<file path="src/rtl/wb_pkg.sv">
// wb_pkg: shared types and constants for the writeback/scoreboard slice.
package wb_pkg;
  localparam int WB_ADDR_WIDTH = 5;
  localparam int WB_DATA_WIDTH = 32;
  localparam logic [WB_ADDR_WIDTH-1:0] REG_ZERO = '0;
  typedef struct packed {
    logic                     wen;
    logic [WB_ADDR_WIDTH-1:0] rd;
    logic [WB_DATA_WIDTH-1:0] data;
  } wb_req_t;
  typedef enum logic [1:0] {SRC_NONE, SRC_EXU, SRC_LSU} src_sel_t;
endpackage

</file>
<file path="src/rtl/wb_busy_table.sv">
// wb_busy_table: per-register pending-write bits; set beats clear, entry 0 is never busy.
module wb_busy_table #(
  parameter int ADDR_WIDTH = 5
) (
  input  logic                  clock,
  input  logic                  reset,
  input  logic                  set_en,
  input  logic [ADDR_WIDTH-1:0] set_addr,
  input  logic                  clr_en,
  input  logic [ADDR_WIDTH-1:0] clr_addr,
  input  logic [ADDR_WIDTH-1:0] rs1_addr,
  input  logic [ADDR_WIDTH-1:0] rs2_addr,
  input  logic [ADDR_WIDTH-1:0] iss_addr,
  input  logic [ADDR_WIDTH-1:0] wb_addr,
  output logic                  rs1_busy,
  output logic                  rs2_busy,
  output logic                  iss_busy,
  output logic                  wb_busy
);
  localparam int NREG = 2**ADDR_WIDTH;
  logic [NREG-1:0] busy_q, busy_d;
  always_comb begin
    busy_d = busy_q;
    if (clr_en) busy_d[clr_addr] = 1'b0;
    if (set_en) busy_d[set_addr] = 1'b1;
    busy_d[0] = 1'b0;
  end
  always_ff @(posedge clock) busy_q <= reset ? '0 : busy_d;
  assign rs1_busy = busy_q[rs1_addr];
  assign rs2_busy = busy_q[rs2_addr];
  assign iss_busy = busy_q[iss_addr];
  assign wb_busy  = busy_q[wb_addr];
endmodule

</file>
<file path="src/rtl/wb_scoreboard.sv">
// wb_scoreboard: LSU-priority writeback arbiter with registered rf write port and RAW/WAW busy table.
module wb_scoreboard
  import wb_pkg::*;
#(
  parameter int ADDR_WIDTH = WB_ADDR_WIDTH,
  parameter int DATA_WIDTH = WB_DATA_WIDTH
) (
  input  logic                  clock,
  input  logic                  reset,
  input  logic                  issue_valid,
  input  logic                  issue_wen,
  input  logic [ADDR_WIDTH-1:0] issue_rd,
  output logic                  issue_ready,
  input  logic [ADDR_WIDTH-1:0] rs1_addr,
  input  logic [ADDR_WIDTH-1:0] rs2_addr,
  output logic                  rs1_busy,
  output logic                  rs2_busy,
  input  logic                  exu_valid,
  output logic                  exu_ready,
  input  logic                  exu_wen,
  input  logic [ADDR_WIDTH-1:0] exu_rd,
  input  logic [DATA_WIDTH-1:0] exu_data,
  input  logic                  lsu_valid,
  output logic                  lsu_ready,
  input  logic                  lsu_wen,
  input  logic [ADDR_WIDTH-1:0] lsu_rd,
  input  logic [DATA_WIDTH-1:0] lsu_data,
  output logic                  rf_wen,
  output logic [ADDR_WIDTH-1:0] rf_waddr,
  output logic [DATA_WIDTH-1:0] rf_wdata,
  output logic [31:0]           retire_cnt,
  output logic                  err_unexp_wb
);
  src_sel_t              sel;
  logic                  pick_wen, fire, wr, iss_busy, wb_busy, issue_fire;
  logic [ADDR_WIDTH-1:0] pick_rd, rf_waddr_q;
  logic [DATA_WIDTH-1:0] pick_data, rf_wdata_q;
  logic                  rf_wen_q, err_q;
  logic [31:0]           cnt_q;
  always_comb begin
    sel       = reset ? SRC_NONE : lsu_valid ? SRC_LSU : exu_valid ? SRC_EXU : SRC_NONE;
    pick_wen  = sel == SRC_LSU ? lsu_wen  : exu_wen;
    pick_rd   = sel == SRC_LSU ? lsu_rd   : exu_rd;
    pick_data = sel == SRC_LSU ? lsu_data : exu_data;
  end
  assign fire        = sel != SRC_NONE;
  assign wr          = fire && pick_wen && |pick_rd;
  assign lsu_ready   = !reset;
  assign exu_ready   = !reset && !lsu_valid;
  // A busy destination may still issue when its old write retires on this edge.
  assign issue_ready = !reset && (!issue_wen || ~|issue_rd || !iss_busy
                       || (rf_wen_q && rf_waddr_q == issue_rd));
  assign issue_fire  = issue_valid && issue_ready && issue_wen && |issue_rd;
  wb_busy_table #(.ADDR_WIDTH(ADDR_WIDTH)) u_busy (
    .clock    (clock),
    .reset    (reset),
    .set_en   (issue_fire),
    .set_addr (issue_rd),
    .clr_en   (rf_wen_q),
    .clr_addr (rf_waddr_q),
    .rs1_addr (rs1_addr),
    .rs2_addr (rs2_addr),
    .iss_addr (issue_rd),
    .wb_addr  (pick_rd),
    .rs1_busy (rs1_busy),
    .rs2_busy (rs2_busy),
    .iss_busy (iss_busy),
    .wb_busy  (wb_busy)
  );
  always_ff @(posedge clock) begin
    if (reset) begin
      rf_wen_q   <= 1'b0;
      rf_waddr_q <= '0;
      rf_wdata_q <= '0;
      cnt_q      <= '0;
      err_q      <= 1'b0;
    end else begin
      rf_wen_q <= wr;
      if (fire) begin
        rf_waddr_q <= pick_rd;
        rf_wdata_q <= pick_data;
        cnt_q      <= cnt_q + 32'd1;
      end
      if (wr && !wb_busy) err_q <= 1'b1;
    end
  end
  assign rf_wen       = rf_wen_q;
  assign rf_waddr     = rf_waddr_q;
  assign rf_wdata     = rf_wdata_q;
  assign retire_cnt   = cnt_q;
  assign err_unexp_wb = err_q;
endmodule
</file>
<file path="config.mk">
export PLATFORM = sky130hd
export DESIGN_NAME = wb_scoreboard
export DESIGN_NICKNAME = d
export VERILOG_FILES = /design/src/rtl/wb_pkg.sv /design/src/rtl/wb_busy_table.sv /design/src/rtl/wb_scoreboard.sv
export SDC_FILE = /design/constraint.sdc
export NUM_CORES = 1
export LEC_CHECK = 0
export CAP_MARGIN = 20
export CORE_MARGIN = 8
export CORE_UTILIZATION = 51
export CTS_CLUSTER_SIZE = 30
export DETAILED_ROUTE_END_ITERATION = 8
export GPL_ROUTABILITY_DRIVEN = 0
export GPL_TIMING_DRIVEN = 0
export PLACE_DENSITY = 0.86
export REMOVE_ABC_BUFFERS = 1
export SYNTH_ARGS = -nofsm -noshare
export SYNTH_HDL_FRONTEND = slang
export SYNTH_SLANG_ARGS = --single-unit
</file>
<file path="constraint.sdc">
create_clock -name clock -period 5 [get_ports clock]
set_input_delay 0.5 -clock clock [delete_from_list [all_inputs] [get_ports clock]]
set_output_delay 0.5 -clock clock [all_outputs]
set_load 0.005 [all_outputs]
</file>
==> out/results.tsv <==
stage	metric	value	unit
outcome	status	finished clean	
yosys	synthesized flop and latch total	102	
worst_setup_path	FF-to-FF Start	u_busy.busy_q[30]$_SDFF_PP0_	
placement	dpl hpwl	13.5	mm
global_route	Overflow after GRT	0	
route	via count	5690	
floorplanning	die area	0.0146	mm^2
pwr	switching share of power	25.1	%
sta	Finish-stage setup viols	0	
pwr	Final Total Pwr	1.81	mW
final_layout	post-layout util	71.0	%
clocking	# resized after CTS	0	
yosys	Yosys cell types	42	
yosys	Post-Synthesis Cell Area	0.00562	mm^2
worst_setup_path	most used cell, CP	clkdlybuf4s50_1	
placement	port bufs	172	
worst_setup_path	CP max stage cell	clkdlybuf4s50_1	
yosys	Synth top cells by count	112 x nor2_1, 102 x dfxtp_1, 55 x nand2_1	
clocking	clock sink total	102	
hold_path	hold path endpoint	err_unexp_wb$_SDFFE_PP0P_	
worst_setup_path	CP Capture Type	output port	
floorplanning	Die Span X	121	um
sta	Final Hold Fails	0	
pwr	Power Internal	1.36	mW
worst_setup_path	Worst R2R End	u_busy.busy_q[31]$_SDFF_PP0_	
floorplanning	row cnt	38	
route	Pre-Repair DR Iteration Count	8	
clocking	Clock transition at path regs	100	ps
yosys	most frequent cell after synthesis	nor2_1	
pwr	sequential share of power	47.6	%
yosys	asr flop ratio synth	0	%
route	WL final	18.0	mm
worst_setup_path	startpoint types	primary input	
global_route	initial antenna violation count	0	
pwr	clock group share of total power	35.4	%
yosys	number of flops mapped to enable cells by yosys	0	
final_layout	FF+latch area	0.00204	mm^2
final_layout	Final #Nets	900	
clocking	maximum root-to-sink buffer count	2	
final_layout	footprint of the multi-input gates	0.00339	mm^2
worst_setup_path	reg2reg path depth	7	
sta	relative slew slack	32.3	%
route	initial DRC count	649	
pwr	net switching power	0.455	mW
sta	Slew Limit Fails	0	
yosys	Yosys warnings	0	
worst_setup_path	Critical Path Fanout Max	14	
pwr	Leak	2.74	nW
floorplanning	I/O pin count	173	
floorplanning	Die Ht	121	um
hold_path	worst hold stages	2	
final_layout	antenna cells	0	
hold_path	HP Start	err_unexp_wb$_SDFFE_PP0P_	
worst_setup_path	internal reg-to-reg setup slack	2220	ps
yosys	largest cells by area after synthesis	dfxtp_1 36%, mux4_2 11%, nor2_1 7.5%	
worst_setup_path	critical path type	in -> out	
placement	Inst Count DP	931	
floorplanning	Initial Util	52.1	%
clocking	Clock H-tree levels	3	
floorplanning	Core ar.	0.0108	mm^2
yosys	mean area per synthesized cell	8.56	um^2
clocking	CTS tree	done	
global_route	GRT Total Usage	24.5	%
route	final antenna-violating net count	0	
sta	crit share post-route	76.8	%
global_route	first-pass GRT wire length	28.8	mm
sta	Max Fclk	0.261	GHz
pwr	worst vdd ir	195	uV
yosys	post-synthesis sequential area ratio	36.3	%
sta	Post-Route Skew	19.2	ps
route	vias per cell	6.01	
sta	Hold WS	488	ps
yosys	synthesized instance count	657	
final_layout	layout cells sized above 1	7.93	%
worst_setup_path	CP Data Required Time	4500	ps
pwr	Pwr Density	237	mW/mm^2
route	DRC	0	
final_layout	Post-Layout Cell Count	947	
yosys	cell accounting for the most synthesized area	dfxtp_1	
worst_setup_path	crit path DAT	3340	ps
sta	fin crit period	3840	ps
route	Avg WL per Cell	19.1	um
sta	RSZ-0062 raised after global routing	false	
hold_path	Hold Crit Class	reg -> reg	
global_route	vias in the first global route	5571	
clocking	Post CTS Setup Buffer Count	0	
global_route	pin count of the biggest net entering global routing	46	
yosys	ys flop type	dfxtp_1	
worst_setup_path	Max stage delay on crit path	970	ps
job	MaxCap Viol Count	0	
sta	worst slew pin tran	1010	ps
final_layout	fill count	791	
worst_setup_path	crit path cell chain	clkdlybuf4s50_1, mux4_2, a22oi_1, o221ai_1, o31a_1, nor2_1, clkdlybuf4s50_1	
pwr	Gate power share	17.1	%
clocking	clock latency on the worst-skew pair	370	ps
clocking	Post-CTS Hold Buffers	0	
final_layout	Area Growth Syn to Fin	36.3	%
clocking	clk root buf	clkbuf_8	
clocking	TritonCTS buffer count	9	
yosys	top cell type's share of synthesized area	36.3	%
==> state kept, by name (all words and copies together), names as in the netlist <==
signal / count
u_busy.busy_q: 31
err_unexp_wb: 1
rf_waddr: 5
retire_cnt: 32
rf_wdata: 32
rf_wen: 1
==> power by group through the flow <==
| stage | Clock (mW) | Combinational [mW] | Sequential, mW |
|---|---|---|---|
| floorplan | 0 | 0.109 | 0.877 |
| global placement | 0 | 0.297 | 0.880 |
| detailed placement | 0 | 0.307 | 0.881 |
| CTS | 0.657 | 0.309 | 0.862 |
| global route | 0.690 | 0.334 | 0.867 |
| finish | 0.642 | 0.310 | 0.863 |
==> worst max-delay path: cells and delay by family <==
family | cells | cell delay, ps
simple gates | 1 | 100
compound gates | 3 | 650
buf+inv | 2 | 1480
mux | 1 | 610
==> worst max path at each step <==
stage,start,end,slack (ps),depth (start not counted)
finish,issue_rd[0],issue_ready,1160,7
global route,issue_rd[0],issue_ready,1030,7
CTS,issue_rd[0],issue_ready,1140,7
detailed placement,issue_rd[0],u_busy.busy_q[25]$_SDFF_PP0_,1080,8
global placement,reset,lsu_ready,-900,3
floorplan,lsu_valid,err_unexp_wb$_SDFFE_PP0P_,2490,7
==> layout by cell type (no fill, tap or decap), types with 9 or more instances in the layout <==
cell type        synthesis  layout
o21ai_0                 42      42
mux2i_1                 40      40
o211ai_1                17      17
a21oi_1                 45      45
xor2_1                  21      21
nand2_1                 55      55
clkbuf_8                 0      10
clkdlybuf4s50_1          0     169
nor3_1                   9       9
mux4_2                  28      28
dfxtp_1                102     102
inv_1                    9       9
nand4_1                  9       9
nand3_1                 41      41
nor2_1                 112     112
==> through the flow <==
stage / setup slack, ps / cell area [um^2] / TNS [ps]
4_1_cts: 1140 / 7660 / 0
6_report: 1160 / 7660 / 0
3_3_place_gp: -903 / 7360 / -12990
3_5_place_dp: 1080 / 7410 / 0
2_1_floorplan: 2490 / 5470 / 0
5_1_grt: 1030 / 7660 / 0
==> layer usage <==
layer  vias up  track usage (%)  wire (um)
li1       2656                -          -
met1      2655             29.0       6830
met2       320             41.0       8830
met3        59             6.10       1780
met4         0             11.4        595
met5         -                0          0
==> area by class of cell <==
class,count,share of cell area (%)
clock buffers,10,1.80
clock inverters,6,1.52
inverters,10,0.490
multi-input cells,504,44.2
flip-flops and latches,102,26.7
well taps,140,2.29
repair buffers,175,23.1
==> cells by family after synthesis <==
| kind of cell | share of synthesized area, % |
|---|---|
| compound gates | 12.6 |
| xor+xnor | 4.52 |
| fa+ha+maj | 0.223 |
| buf+inv | 3.45 |
| flops | 36.3 |
| mux | 19.9 |
| simple gates | 22.9 |
(Power assumes the default switching activity.)
